`src/rtl/sqrt_pkg.sv`:
```
// sqrt_pkg: shared types and sizing helpers for the sequential square-root
// control block and its result-correction stage.
//   sqrt_state_t   : sequencer states
//   sqrt_iters()   : number of iteration steps (root width) for a radicand width
//   sqrt_rem_w()   : width of the corrected, unsigned remainder
//   sqrt_dprem_w() : width of the datapath's signed partial remainder
package sqrt_pkg;

  typedef enum logic [2:0] {
    S_IDLE  = 3'd0,
    S_CLEAR = 3'd1,
    S_ITER  = 3'd2,
    S_FIX   = 3'd3,
    S_DONE  = 3'd4
  } sqrt_state_t;

  localparam int SQRT_DW_DEFAULT = 16;

  function automatic int sqrt_iters(input int dw);
    return dw / 2;
  endfunction

  function automatic int sqrt_rem_w(input int dw2);
    return dw2 + 1;
  endfunction

  // The non-restoring remainder spans [-(2Q+1), 2Q]; two bits beyond the
  // root width keep its sign unambiguous up to D = 2^DW-1.
  function automatic int sqrt_dprem_w(input int dw2);
    return dw2 + 2;
  endfunction

endpackage

```
`src/rtl/sqrt_rem_fix.sv`:
```
// sqrt_rem_fix: combinational correction of the final non-restoring remainder.
// Ports:
//   i_q   [DW_2-1:0] final root from the datapath
//   i_rem [DW_2+1:0] final remainder, two's complement
//   o_rem [DW_2:0]   D - root^2, unsigned
// A negative remainder is lifted by 2*root+1; the add is done modulo 2^(DW_2+1),
// which is exact because the true result always lies in [0, 2*root].
module sqrt_rem_fix #(
  parameter int DW_2 = 8
) (
  input  logic [DW_2-1:0] i_q,
  input  logic [DW_2+1:0] i_rem,
  output logic [DW_2:0]   o_rem
);

  logic [DW_2:0] w_sum;

  // Add {root,1} only when the remainder sign bit is set.
  always_comb begin
    w_sum = i_rem[DW_2:0];
    if (i_rem[DW_2+1]) begin
      w_sum = i_rem[DW_2:0] + {i_q, 1'b1};
    end else begin
      w_sum = i_rem[DW_2:0];
    end
    o_rem = w_sum;
  end

endmodule

```
`src/rtl/sqrt_seq_ctrl.sv`:
```
// sqrt_seq_ctrl: sequencer and result stage around a non-restoring sqrt datapath.
// Takes a radicand over in_valid/in_ready, clears the datapath for one cycle,
// steps it DW_2 times with a descending bit-pair shift count, corrects the
// final remainder and holds {root, remainder} until out_ready.
// Ports:
//   clk, reset (async, active-low)
//   in_valid/in_ready/in_data       radicand handshake
//   dp_rst_n, dp_load, dp_start,    datapath controls (dp_load low = iterate)
//   dp_ctrl, dp_D, dp_excounter
//   dp_Q, dp_rem                    datapath root / signed remainder
//   out_valid/out_ready/out_root/out_rem   result handshake
//   busy                            sequencer not idle
module sqrt_seq_ctrl
  import sqrt_pkg::*;
#(
  parameter int DW   = SQRT_DW_DEFAULT,
  parameter int DW_2 = sqrt_iters(DW)
) (
  input  logic            clk,
  input  logic            reset,
  input  logic            in_valid,
  output logic            in_ready,
  input  logic [DW-1:0]   in_data,
  output logic            dp_rst_n,
  output logic            dp_load,
  output logic            dp_start,
  output logic            dp_ctrl,
  output logic [DW-1:0]   dp_D,
  output logic [DW-1:0]   dp_excounter,
  input  logic [DW_2-1:0] dp_Q,
  input  logic [DW_2+1:0] dp_rem,
  output logic            out_valid,
  input  logic            out_ready,
  output logic [DW_2-1:0] out_root,
  output logic [DW_2:0]   out_rem,
  output logic            busy
);

  sqrt_state_t     r_state, w_state_nx;
  logic [DW-1:0]   r_dp_d, w_dp_d_nx;
  logic [DW-1:0]   r_excnt, w_excnt_nx;
  logic [DW_2-1:0] r_iter, w_iter_nx;
  logic [DW_2-1:0] r_root, w_root_nx;
  logic [DW_2:0]   r_rem, w_rem_nx;
  logic [DW_2:0]   w_rem_fixed;
  logic            r_clr_n, w_clr_n_nx;
  logic            r_load, w_load_nx;
  logic            r_start, w_start_nx;
  logic            r_ctrl, w_ctrl_nx;
  logic            r_in_ready, w_in_ready_nx;
  logic            r_out_valid, w_out_valid_nx;
  logic            r_busy, w_busy_nx;

  sqrt_rem_fix #(.DW_2(DW_2)) u_rem_fix (
    .i_q   (dp_Q),
    .i_rem (dp_rem),
    .o_rem (w_rem_fixed)
  );

  // Next-state, datapath sequencing and next values of the registered outputs.
  always_comb begin
    w_state_nx = r_state;
    w_dp_d_nx  = r_dp_d;
    w_excnt_nx = r_excnt;
    w_iter_nx  = r_iter;
    w_root_nx  = r_root;
    w_rem_nx   = r_rem;
    case (r_state)
      S_IDLE: begin
        if (in_valid) begin
          w_state_nx = S_CLEAR;
          w_dp_d_nx  = in_data;
        end else begin
          w_state_nx = S_IDLE;
        end
      end
      S_CLEAR: begin
        w_state_nx = S_ITER;
        w_excnt_nx = DW'(DW - 2);
        w_iter_nx  = DW_2'(DW_2 - 1);
      end
      S_ITER: begin
        // Counters stop at zero on the last step so they never wrap.
        if (r_iter == DW_2'(0)) begin
          w_state_nx = S_FIX;
        end else begin
          w_excnt_nx = r_excnt - DW'(2);
          w_iter_nx  = r_iter - DW_2'(1);
        end
      end
      S_FIX: begin
        w_state_nx = S_DONE;
        w_root_nx  = dp_Q;
        w_rem_nx   = w_rem_fixed;
      end
      S_DONE: begin
        if (out_ready) begin
          w_state_nx = S_IDLE;
        end else begin
          w_state_nx = S_DONE;
        end
      end
      default: begin
        w_state_nx = S_IDLE;
      end
    endcase

    // Outputs are decoded from the next state so they leave flops cleanly.
    w_load_nx      = (w_state_nx != S_ITER);
    w_start_nx     = (w_state_nx == S_ITER) && (r_state == S_CLEAR);
    w_ctrl_nx      = (w_state_nx == S_ITER) && (w_iter_nx == DW_2'(0));
    w_clr_n_nx     = (w_state_nx != S_CLEAR);
    w_in_ready_nx  = (w_state_nx == S_IDLE);
    w_out_valid_nx = (w_state_nx == S_DONE);
    w_busy_nx      = (w_state_nx != S_IDLE);
  end

  // State, datapath-control and result registers.
  always_ff @(posedge clk or negedge reset) begin
    if (!reset) begin
      r_state     <= S_IDLE;
      r_dp_d      <= DW'(0);
      r_excnt     <= DW'(0);
      r_iter      <= DW_2'(0);
      r_root      <= DW_2'(0);
      r_rem       <= (DW_2 + 1)'(0);
      r_clr_n     <= 1'b1;
      r_load      <= 1'b1;
      r_start     <= 1'b0;
      r_ctrl      <= 1'b0;
      r_in_ready  <= 1'b1;
      r_out_valid <= 1'b0;
      r_busy      <= 1'b0;
    end else begin
      r_state     <= w_state_nx;
      r_dp_d      <= w_dp_d_nx;
      r_excnt     <= w_excnt_nx;
      r_iter      <= w_iter_nx;
      r_root      <= w_root_nx;
      r_rem       <= w_rem_nx;
      r_clr_n     <= w_clr_n_nx;
      r_load      <= w_load_nx;
      r_start     <= w_start_nx;
      r_ctrl      <= w_ctrl_nx;
      r_in_ready  <= w_in_ready_nx;
      r_out_valid <= w_out_valid_nx;
      r_busy      <= w_busy_nx;
    end
  end

  // Gating with reset holds in_ready and dp_rst_n low during reset while
  // letting a radicand already offered be taken on the first clock after release.
  assign in_ready     = reset & r_in_ready;
  assign dp_rst_n     = reset & r_clr_n;
  assign dp_load      = r_load;
  assign dp_start     = r_start;
  assign dp_ctrl      = r_ctrl;
  assign dp_D         = r_dp_d;
  assign dp_excounter = r_excnt;
  assign out_valid    = r_out_valid;
  assign out_root     = r_root;
  assign out_rem      = r_rem;
  assign busy         = r_busy;

endmodule
```
`config.mk`:
```
export PLATFORM = sky130hd
export DESIGN_NAME = sqrt_seq_ctrl
export DESIGN_NICKNAME = d
export VERILOG_FILES = /design/src/rtl/sqrt_pkg.sv /design/src/rtl/sqrt_rem_fix.sv /design/src/rtl/sqrt_seq_ctrl.sv
export SDC_FILE = /design/constraint.sdc
export NUM_CORES = 1
export LEC_CHECK = 0
export ABC_CLOCK_PERIOD_IN_PS = 2800
export CAP_MARGIN = 20
export CORE_MARGIN = 2
export CORE_UTILIZATION = 34
export DETAILED_ROUTE_END_ITERATION = 16
export REMOVE_ABC_BUFFERS = 1
export SYNTH_ARGS = -nofsm -noshare
export SYNTH_HDL_FRONTEND = slang
export SYNTH_SLANG_ARGS = --single-unit
```
`constraint.sdc`:
```
create_clock -name clk -period 2.8 [get_ports clk]
set_input_delay 0.28 -clock clk [delete_from_list [all_inputs] [get_ports clk]]
set_output_delay 0.28 -clock clk [all_outputs]
set_load 0.01 [all_outputs]
```
==> results.md, run 1 <==
Global routing:
- Summed over all layers, the global routing overflow is 0.
- The via count of the first global-routing pass is between 2k and 2.5k.
- Entering global routing, the biggest net connects 39 pins.
- The number of antenna violations at the first check in global routing came to 0.
- The wire length of the first global-routing pass is approximately 12000 µm.
- The overall global routing resource usage is between 10 and 15%.

Routing:
- Wire segments on met3 add up to between 200 and 300 µm in the final route.
- Detailed routing placed a total of approximately 3500 µm of wire on met2.
- The via-per-instance ratio is roughly 4.7.
- The final routed DRC violation total is 0.
- The wire length reported by the detailed router is 7290 µm.
- After the first detailed-routing iteration, the DRC count stood at 81.
- The detailed router used layers up to and including met4.
- Once detail routing completed, the nets flagged for antenna violations numbered 0.
- For this block, wires on met1 add up to 3380 µm.
- In the final routed layout, each cell accounts on average for about 14 µm.
- The number of iterations in the first detailed-routing pass is 4.
- The total via count after detailed routing is between 2k and 2.5k.

Logic synthesis:
- Yosys mapped a number of flops with a built-in enable equal to 0.
- Averaged over all synthesized cells, the footprint is between 10 and 15 µm².
- In the post-synthesis netlist, the biggest area contributors are dfrtp_1 (49%), mux2_2 (8.3%), ha_1 (3.9%).
- The main flop type after synthesis is dfrtp_1.
- The number of cells produced by synthesis is about 290.
- In this run, synthesis produced a sequential element count of 66.
- For this run, the register share of the synthesized area comes to 51.0%.
- Yosys printed 0 warnings.
- The cell taking the most area after synthesis is dfrtp_1.
- Synthesis instantiated 53 different standard cells from the library.
- The fraction of synthesis flops using an asynchronous set or reset pin is between 90% and 100%.
- The cell area that synthesis handed to floorplanning was 3250 µm².
- The fraction of synthesized cell area taken by the top area cell type is between 40 and 50%.

Place:
- The cell area after placement is about 4300 µm².
- Detailed placement ended at an HPWL of between 5000 and 6000 µm.
- In this run the tool buffered the top-level ports with between 90 and 100 buffer cells.
- The placer congestion estimate is about 0.81.
- The instance count after placement with tap cells included is just over 500.

Setup path:
- Of all nets on the critical path, the largest fanout is 5.
- For this run, the slowest stage of the critical path takes roughly 0.42 ns.
- The signal on the critical path passes through inv_1 -> ha_1 -> nor3b_1 -> and3_1 -> nor2_1 -> inv_1 -> a32oi_1 -> or3_1 -> nor4_2.
- The critical path class is flip-flop to flip-flop.
- The worst setup path is captured at a flip-flop.
- STA puts the critical path data arrival time at approximately 2.6 ns.
- The startpoint type of the worst setup path is a flip-flop.
- At the worst endpoint, the required time is between 3 and 4 ns.
- The slowest cell on the critical path is dfrtp_1.
- In this design, the critical path's most frequently occurring cell is inv_1.

STA:
- On the final layout, the worst hold slack is approximately 0.49 ns.
- The normalized max-slew margin is approximately 62%.
- The final critical path takes up 84.1% of the cycle.
- Clock skew on the completed layout was measured at between 0.009 and 0.01 ns.
- Setup repair after global routing left no endpoint under its margin.
- For the finished layout, the period the worst path requires is about 2.4 ns.
- Setup violations remaining at the end of the flow were counted as 0.
- At the pin with the least slew margin, the transition time is 0.554 ns.
- The number of hold violations in the final report is 0.
- The number of slew-limit violations in the final report is 0.
- Static timing analysis puts the maximum clock frequency at 425 MHz.
- The final total negative setup slack is 0 ns.

Clocking:
- The cell at the root of the clock tree is clkbuf_8.
- CTS built an H-tree with a depth of 3.
- The clock latency reported for the late side of the worst-skew pair is around 0.33 ns.
- After clock tree synthesis, the flow added hold-fix buffers numbering 1.
- Clock-pin slew was measured on the worst setup and hold paths at roughly 0.080 ns.
- The number of buffers inserted by post-CTS setup repair is 0.
- The post-CTS resize count is 0.
- Clock tree synthesis found a total of 66 sinks.
- TritonCTS built the clock tree.
- The largest buffer count on any clock path is 2.
- Buffers inserted during clock tree synthesis total 9.

Layout:
- The proportion of layout cells with a drive suffix above 1 is between 10% and 20%.
- The finished layout cell area is between 4000 and 5000 µm².
- The layout net count is between 400 and 500.
- Leaving out fill and tap cells, the most frequent cells in the layout are clkdlybuf4s50_1 (91), dfrtp_1 (63), mux2_2 (24), nand2_1 (22), nor2_1 (22).
- The number of antenna diodes in the final layout is 0.
- The most frequent standard cell in the layout excluding fill and tap cells is clkdlybuf4s50_1.
- The finished layout holds between 500 and 600 standard cells, fillers aside.
- The signed area change from the synthesized netlist to the final layout is 40.2%.

Job:
- The tool flagged a number of max-cap violations equal to 0.

Power and ir drop:
- The power density over the cells is between 900 and 1000 nW/µm².
- The highest ir drop seen on vdd is roughly 0.35 mV.
- Power comes to 4.37 mW.
- In this run the static leakage power is around 2.0 nW.

Die:
- The die extent in x is 102 µm.
- The placeable core region is a little over 9000 µm².
- The initial core utilization is a little over a third.
- The initialized floorplan defines 35 standard-cell rows.
- The die extent in y is slightly above 100 µm.
- The number of I/O pins is 94.
- The die footprint is just over 10000 µm².

Run status:
- The flow ran to the end, and the final reports show no timing, DRC or antenna violations.

Min path:
- The tightest min-delay check is of the flip-flop to flip-flop type.
path summary, 6_finish.rpt:
| kind | from | end | slack [ns] | cells past startpoint |
|---|---|---|---|---|
| worst max register to register | r_iter[0] | dp_ctrl | 0.44 | 9 |
| worst min-delay path | out_rem[2] | out_rem[2] | 0.49 | 2 |
| max in group asynchronous | reset | dp_load | 1.82 | 3 |
| worst min register to register | out_rem[2] | out_rem[2] | 0.49 | 2 |
| worst max-delay path | r_iter[0] | dp_ctrl | 0.44 | 9 |
| min in group asynchronous | reset | dp_D[7] | 0.55 | 3 |
power breakdown:
| group | total (mW) | switching [mW] | internal, mW |
|---|---|---|---|
| clock | 0.812 | 0.375 | 0.437 |
| sequential | 1.60 | 0.257 | 1.35 |
| combinational | 1.95 | 0.867 | 1.08 |
| total | 4.37 | 1.50 | 2.87 |
synth_stat cells (7+ instances only):
library cell / n
nor2_1: 22
xor2_1: 12
mux2i_1: 7
o21ai_0: 14
ha_1: 10
mux2_2: 24
inv_1: 13
a21oi_1: 10
nand2_1: 22
dfrtp_1: 63
nor3_1: 11
xnor2_1: 10
worst max-delay path, delay by kind of cell (launching register included):
family | cells | cell delay (ns)
simple gates | 5 | 1.39
flops | 1 | 0.42
buf+inv | 2 | 0.22
fa+ha+maj | 1 | 0.14
compound gates | 1 | 0.09
cells by family (layout without fill, tap and decap cells):
group                    Yosys count  count (layout)  share of synthesized area [%]
AO/OA/AOI/OAI                     42              42                           8.25
multiplexers                      31              31                           10.5
other                              1               1                          0.115
flip-flops                        66              66                           51.0
adder cells (fa/ha/maj)           11              11                           4.47
buffers and inverters             24             130                           3.16
AND/OR/NAND/NOR                   94              94                           16.6
XOR/XNOR                          22              22                           5.93
metal layers:
metal,vias to the layer above,global-route usage [%]
li1,1220,-
met3,7,2.69
met1,1185,20.2
met4,0,5.30
met2,59,23.0
met5,-,0
metrics by stage:
stage	util, %	worst slack, ns
after floorplan	-	0.555
after global placement	47.0	0.347
after detailed placement	47.0	0.247
after CTS	49.3	0.420
after global routing	49.3	0.195
final	49.3	0.445
sequential cells by signal, indices dropped and copies added, names as in the netlist:
signal and flops:
dp_D 16, out_rem 9, dp_excounter 15, out_valid 1, r_clr_n 1, r_state 3
r_in_ready 1, out_root 8, busy 1, dp_ctrl 1, r_iter 8, dp_start 1
dp_load 1
cell type report:
cell class,instances,area [µm²]
Sequential cell,66,1660
Clock buffer,10,138
Multi-Input combinational cell,201,1500
Timing Repair Buffer,100,978
Tap cell,129,161
Inverter,14,57.6
Fill cell,865,4690
Clock inverter,6,65.1
Note: power is estimated with default switching activity, not from simulation.
==> run 2: changes to the inputs <==
--- a/config.mk
+++ b/config.mk
@@ -5,7 +5,7 @@
 export SDC_FILE = /design/constraint.sdc
 export NUM_CORES = 1
 export LEC_CHECK = 0
-export ABC_CLOCK_PERIOD_IN_PS = 2800
+export ABC_CLOCK_PERIOD_IN_PS = 2300
 export CAP_MARGIN = 20
 export CORE_MARGIN = 2
 export CORE_UTILIZATION = 34
==> constraint.sdc (replaced) <==
create_clock -name clk -period 2.3 [get_ports clk]
set_input_delay 0.23 -clock clk [delete_from_list [all_inputs] [get_ports clk]]
set_output_delay 0.23 -clock clk [all_outputs]
set_load 0.01 [all_outputs]
==> run 2 against run 1 <==
  * Register-to-register slack lost 0.30 ns
  * Maximum frequency up 9.1%
  * Clock skew up 0.00076 ns
  * Critical endpoint unchanged
==> results.md, run 2 (same netlist as run 1, synthesis figures left out) <==
Power and ir drop:
- The total power is between 5 and 6 mW.
- The power share of the clock group is 18.3%.
- Per report_power, the sequential group accounts for 35.3% of the total.
- Internal power comes to between 3 and 4 mW.
- The switching power is 1.85 mW.
- The highest ir drop seen on vdd is 0.406 mV.
- Net switching is about 34% of the power.
- In this run, the combinational gates consume between 40 and 50% of the power.
- For this design the ratio of total power to cell area is approximately 1200 nW/µm².
- Summed over all cells, the static leakage comes to 2.07 nW.

Routing:
- The routed layout has ~2.5k vias.
- The first detailed-routing pass took 4 iterations.
- In the routed design, unresolved DRC markers number 0.
- Using the TritonRoute via totals, the vias-per-cell ratio works out to around 4.7.
- The initial detailed-routing violation count is a little under 80.
- For this block, the routed nets add up to 7350 µm of wire.
- The average detailed-routed wire length per instance is between 10 and 15 µm.
- In this run the remaining antenna-violating nets after routing total 0.

Die:
- The placeable core region is 9240 µm².
- The number of I/O pins is 94.
- The die footprint is 10300 µm².
- The die extent in y is about 100 µm.
- From left edge to right edge, the die measures about 100 µm.
- The initial utilization of the core area, before any placement, comes to between 30% and 40%.
- Row generation in the floorplan step produced 35 rows.

Layout:
- After filler insertion, the fill cell instance count of the layout stands at 856.
- The proportion of layout cells with a drive suffix above 1 is 19.5%.
- The register with the most flip-flops in the layout has 16 of them.
- The number of antenna diodes in the final layout is 0.
- The signed area change from the synthesized netlist to the final layout is 43.6%.
- The net count of the finished layout is between 400 and 500.
- The library cells used most frequently in the layout, excluding fill and tap cells, are clkdlybuf4s50_1 (91), dfrtp_1 (63), mux2_2 (24), nand2_1 (22), nor2_1 (22).
- Leaving out fill and tap cells, the most frequent cell in the layout is clkdlybuf4s50_1.

Min path:
- The class of the worst hold path is flip-flop to flip-flop.
- The capture endpoint of the worst hold path is out_rem[6].
- Along the worst hold path, the cell count comes to 2.
- The beginning of the worst hold path is out_rem[6].

Clocking:
- The clock passes through at most 2 buffers.
- The clock sink count is 66.
- The number of buffers created by CTS is 9.
- The CTS tree is done.
- The number of buffers inserted by post-CTS setup repair is 0.
- The clock latency reported for the late side of the worst-skew pair is 0.34 ns.
- CTS placed an instance of clkbuf_8 at the clock tree root.
- The clock edge transition at the registers on the reported setup and hold paths is approximately 0.080 ns.
- The number of H-tree levels is 3.

Setup path:
- The kind of cell with the highest combined delay on the critical path is simple AND/OR/NAND/NOR gates.
- The signal on the critical path passes through or3b_4 -> clkinv_4 -> nor2_4 -> a22o_1 -> or3_1 -> nor4_2.
- In this run the register-to-register setup slack is ~0.14 ns.
- The critical path class is flip-flop to flip-flop.
- The startpoint type of the worst setup path is a flip-flop.
- The worst register-to-register path has a depth of 6.
- The number of cells on the critical path is 6.
- The startpoint of the most critical register-to-register path is r_state[0].
- The sum of buffers and inverters on the critical path is 1.
- For this run, the slowest stage of the critical path takes roughly 0.48 ns.
- The worst setup path is captured at a flip-flop.
- The startpoint of the most critical setup path is r_state[0].
- The slowest cell on the critical path is dfrtp_1.
- The worst register-to-register path ends at dp_ctrl.
- Along the worst path, the maximum fanout reaches 10.
- At the worst endpoint, the arrival time is around 2.4 ns.
- The required time of the worst setup path is between 2 and 3 ns.

Global routing:
- The overall global routing resource usage is between 15 and 20%.
- The first global-routing pass estimated between 10000 and 15000 µm of wire.
- The number of antenna violations at the first check in global routing is 0.
- Entering global routing, the biggest net connects 35 pins.
- The overflow left after global routing is 0.
- The via count of the first global-routing pass is around 2.6k.

STA:
- The worst path setup slack after routing is 0.141 ns.
- The number of hold violations in the final report came to 0.
- Setup repair after global routing left no endpoint under its margin.
- Between clock sinks in the finished design, the worst skew comes to 0.0103 ns.
- The number of slew-limit violations in the final report is 0.
- The final setup violation count is 0.
- The part of the cycle the worst path needs is around 94%.
- After routing, the total negative slack on setup checks comes to 0 ns.
- The final period demand of the worst path is between 2 and 2.5 ns.
- For this run, the top clock speed supported by timing is ~460 MHz.

Run status:
- The flow ran to the end, and the final reports show no timing, DRC or antenna violations.

Place:
- The number of port buffers is 92.
- Detailed placement ended at an HPWL of 5400 µm.
- The setup slack at placement is -0.116 ns.
- Routability-driven placement finished with a final weighted congestion of 0.742.

Job:
- The number of maximum-capacitance violations is 0.
[run 2: worst max path at each step]
| stage | end |
|---|---|
| after CTS | dp_ctrl |
| final | dp_ctrl |
| after detailed placement | out_rem[8] |
| after global routing | out_rem[8] |
| after floorplan | dp_ctrl |
| after global placement | out_rem[8] |
[run 2: tightest hold or removal path: stages, from the launching register on]
cell,delay [ns]
dfrtp_1,0.35
nand2_1,0.05
o21ai_0,0.06
[run 2: final cells by class]
| type | instances | area [µm²] | share of cell area, % |
|---|---|---|---|
| flip-flops and latches | 66 | 1660 | 35.5 |
| multi-input cells | 201 | 1510 | 32.3 |
| repair buffers | 113 | 1080 | 23.1 |
| well taps | 129 | 161 | 3.46 |
| clock buffers | 10 | 138 | 2.95 |
| clock inverters | 6 | 66.3 | 1.42 |
| inverters | 14 | 57.6 | 1.23 |
[run 2: power groups by stage]
| stage | logic [mW] | registers [mW] | clock network (mW) |
|---|---|---|---|
| 2_1_floorplan | 1.05 | 2.12 | 0 |
| 3_3_place_gp | 2.52 | 1.94 | 0 |
| 6_report | 2.52 | 1.92 | 0.994 |
| 3_5_place_dp | 2.54 | 1.94 | 0 |
| 5_1_grt | 2.77 | 1.99 | 1.08 |
| 4_1_cts | 2.56 | 1.92 | 1.04 |
[run 2: metrics by stage]
step | hold slack, ns | util, % | instances | cell area, µm²
finish | 0.489 | 50.5 | 539 | 4660
floorplan | -0.0656 | - | 281 | 3200
detailed placement | 0.341 | 48.0 | 522 | 4440
CTS | 0.474 | 50.4 | 539 | 4660
global placement | 0.341 | 48.0 | 522 | 4440
global route | 0.482 | 50.5 | 539 | 4660
[run 2: what timing repair did]
action | in CTS | in global routing
gates cloned | 0 | 0
endpoints found under the hold margin | 63 | 0
gates resized for setup | 1 | 2
hold buffers | 1 | 0
endpoints found under the setup margin | 1 | 1
[run 2: layer usage]
layer | track usage (%) | vias to the layer above | part of all wire (%) | wire (µm)
met1 | 20.8 | 1215 | 47 | 3480
met2 | 22.9 | 64 | 46 | 3390
met3 | 3.52 | 14 | 4.5 | 328
met4 | 6.13 | 0 | 2.0 | 150
li1 | - | 1249 | - | -
met5 | 0 | - | 0 | 0
==> run 3: changes to the inputs <==
--- a/config.mk
+++ b/config.mk
@@ -8,9 +8,10 @@
 export ABC_CLOCK_PERIOD_IN_PS = 2300
 export CAP_MARGIN = 20
 export CORE_MARGIN = 2
-export CORE_UTILIZATION = 34
+export CORE_UTILIZATION = 35
 export DETAILED_ROUTE_END_ITERATION = 16
 export REMOVE_ABC_BUFFERS = 1
 export SYNTH_ARGS = -nofsm -noshare
 export SYNTH_HDL_FRONTEND = slang
 export SYNTH_SLANG_ARGS = --single-unit
+export TNS_END_PERCENT = 20
==> run 3 against run 2 <==
  * Design area rose by 1.2%
  * Maximum frequency fell by 1.4%
  * Count of clock-buffer cells in the layout fell by 1
  * Worst setup slack got worse by 0.032 ns
  * First-iteration DRC count rose by 7.8%
  * Routed wire length fell by 0.65%
  * Global-route usage rose by 0.22 points
  * Critical path type unchanged
  * Largest cell class unchanged
  * Highest routed layer unchanged
==> results.md, run 3 (same netlist as run 1, synthesis figures left out) <==
Run status:
- The run finished with clean final reports.

Power and ir drop:
- The clock network burns 21.5% of the power.
- Total power for the finished layout comes to about 5.7 mW.
- The combinational power share is between 40% and 50%.
- The highest ir drop seen on vdd is roughly 0.4 mV.
- The cell-internal power is roughly 3.8 mW.
- The part of the total power dissipated in sequential elements is between 30% and 40%.
- The switching power is around 1.9 mW.
- The power density over the cells is roughly 1200 nW/µm².
- For this design the static power due to leakage is between 2 and 2.5 nW.
- The share of total power consumed by net switching is 33.1%.

Setup path:
- The critical path is of the flip-flop to flip-flop type.
- The slowest cell on the critical path is or4_1.
- The worst register-to-register path begins at dp_excounter[6].
- STA classifies the critical path endpoint as a flip-flop.
- The destination of the critical timing path is dp_excounter[15].
- The critical path's largest stage delay is 0.65 ns.
- The critical path goes through or4_1 -> nor4_2 -> nand4_1 -> nor3b_1 -> xnor2_1 -> nor2_1.
- The minimum setup slack among reg-to-reg paths is about 0.11 ns.
- The number of cells on the critical path is 6.
- The number of cells on the worst reg-to-reg path is 6.
- Data arrives at the worst endpoint at about 2.4 ns.
- In this run the worst path has a maximum fanout of 5.
- The required time of the worst setup path is roughly 2.6 ns.
- The critical path contains buffers and inverters numbering 0 combined.
- The critical path starts at dp_excounter[6].
- The cell family contributing the most delay on the critical path is simple AND/OR/NAND/NOR gates.
- The worst setup path is launched from a flip-flop.
- The endpoint identified for the worst register-to-register timing path is dp_excounter[15].

Min path:
- The worst hold path belongs to the class input port to asynchronous set/reset pin.

Routing:
- The average detailed-routed wire length per instance is ~14 µm.
- The number of iterations in the first detailed-routing pass is 4.
- In this run, the number of DRC markers left after iteration 0 of detailed routing was 83.
- The total via count after detailed routing is 2525.
- Summed over all layers, the routed wires come to 7300 µm.
- The via-per-instance ratio is 4.80.
- The final routed DRC violation total is 0.
- The number of antenna-violating nets in the routed design is 0.

Place:
- The setup slack at placement is -0.124 ns.
- Detailed placement finished with a half-perimeter wire length of between 5000 and 6000 µm.
- The congestion estimate from routability-driven global placement came to 0.781.
- The number of port buffers is about 90.

Clocking:
- TritonCTS built the clock tree.
- The tree built by TritonCTS fans out to 66 sinks.
- Counting the buffers created by CTS gives 9.
- Clock-pin slew was measured on the worst setup and hold paths at ~0.080 ns.
- The clock latency reported for the late side of the worst-skew pair is 0.35 ns.
- The H-tree was split into 3 levels.
- The largest buffer count on any clock path is 2.
- Clock tree synthesis selected as its root buffer the cell clkbuf_8.

Global routing:
- The overflow left after global routing is 0.
- The via count of the first global-routing pass came to around 2.5k.
- The number of antenna violations at the first check in global routing is 0.
- The overall global routing resource usage is 15.3%.
- The maximum number of pins on one net before global-route repair is 36.
- The first global-routing pass estimated roughly 12000 µm of wire.

STA:
- The final setup violation count is 0.
- Across the routed clock network, the largest skew measured is about 0.011 ns.
- Setup total negative slack on the finished layout was measured at 0 ns.
- The number of hold violations in the final report is 0.
- Setup repair after global routing left no endpoint under its margin.
- The smallest clock period supported by the final layout is computed as 2.19 ns.
- The worst path setup slack after routing is approximately 0.11 ns.
- Static timing analysis puts the maximum clock frequency at 457 MHz.
- The part of the cycle the worst path needs is between 90 and 100%.
- The number of slew-limit violations in the final report is 0.

Layout:
- 0 antenna diodes ended up in the layout.
- The library cell used most frequently in the layout, excluding fill and tap cells, is clkdlybuf4s50_1.
- In the layout the commonest cells are clkdlybuf4s50_1 (91), dfrtp_1 (63), buf_4 (25), mux2_2 (24).
- Relative to the synthesized area, the layout overhead comes to 45.2%.
- At the end of the flow, the number of nets in the layout was ~460.
- The proportion of layout cells with a drive suffix above 1 is 20.0%.
- The flip-flop count of the largest register, all copies and words added is 16.

Die:
- The number of placement rows is 35.
- The die footprint is 10100 µm².
- The die extent in x is between 100 and 150 µm.
- The floorplan step defined a core boundary enclosing 9110 µm².
- For this design the top-level I/O count stands at 94.
- The die is 100 µm tall.
- For this configuration, the core starts out at a cell density of between 30% and 40%.

Job:
- The tool flagged a number of max-cap violations equal to 0.
==> run 3: cell count changes in the layout (fill, tap and decap cells not counted), sizes merged <==
| cell | delta |
|---|---|
| inv | +2 |
| clkinv | -3 |
| bufinv | +2 |
| buf | +5 |
| clkbuf | -1 |
==> run 3: worst min-delay path by stage <==
stage	from	to	slack, ns	cells after the start
floorplan	reset	busy	-0.07	0
global placement	reset	r_clr_n	0.21	1
detailed placement	reset	r_clr_n	0.21	1
CTS	reset	r_clr_n	0.41	2
global route	reset	r_clr_n	0.41	2
finish	reset	r_clr_n	0.40	2
==> run 3: final cells by class <==
| class | instances | area, µm² |
|---|---|---|
| multi-input cells | 201 | 1500 |
| clock inverters | 7 | 125 |
| flip-flops and latches | 66 | 1660 |
| inverters | 14 | 57.6 |
| clock buffers | 9 | 124 |
| well taps | 111 | 139 |
| fillers | 855 | 4390 |
| repair buffers | 118 | 1110 |
==> run 3: metrics by stage <==
step / hold slack (ns) / utilization (%) / area, µm² / instances
2_1_floorplan: -0.0656 / - / 3200 / 281
3_3_place_gp: 0.206 / 48.6 / 4430 / 506
3_5_place_dp: 0.206 / 48.6 / 4430 / 506
4_1_cts: 0.406 / 51.5 / 4690 / 523
5_1_grt: 0.407 / 51.8 / 4720 / 526
6_report: 0.398 / 51.8 / 4720 / 526
==> run 3: worst register-to-register path, stage by stage, from the launching register on <==
cell and delay, ns:
dfrtp_1 0.42, or4_1 0.65, nor4_2 0.25, nand4_1 0.22, nor3b_1 0.34, xnor2_1 0.16, nor2_1 0.06
==> run 3: metal layers <==
| metal | up-vias | track usage [%] | wire (µm) |
|---|---|---|---|
| met3 | 9 | 3.20 | 338 |
| met2 | 60 | 23.6 | 3410 |
| met1 | 1203 | 21.0 | 3430 |
| li1 | 1253 | - | - |
| met4 | 0 | 6.32 | 127 |
| met5 | - | 0 | 0 |
==> run 3: power groups by stage <==
stage / Sequential, mW / Clock (mW) / Combinational [mW]
final: 1.92 / 1.23 / 2.57
after detailed placement: 1.95 / 0 / 2.54
after global routing: 1.99 / 1.30 / 2.81
after global placement: 1.94 / 0 / 2.52
after CTS: 1.93 / 1.26 / 2.56
after floorplan: 2.12 / 0 / 1.05
==> run 3: timing repair <==
item | CTS | global route
hold endpoints to repair | 64 | 0
endpoints found under the setup margin | 0 | 1
gates resized for setup | 0 | 1
hold buffers | 1 | 0
buffers inserted | 0 | 3
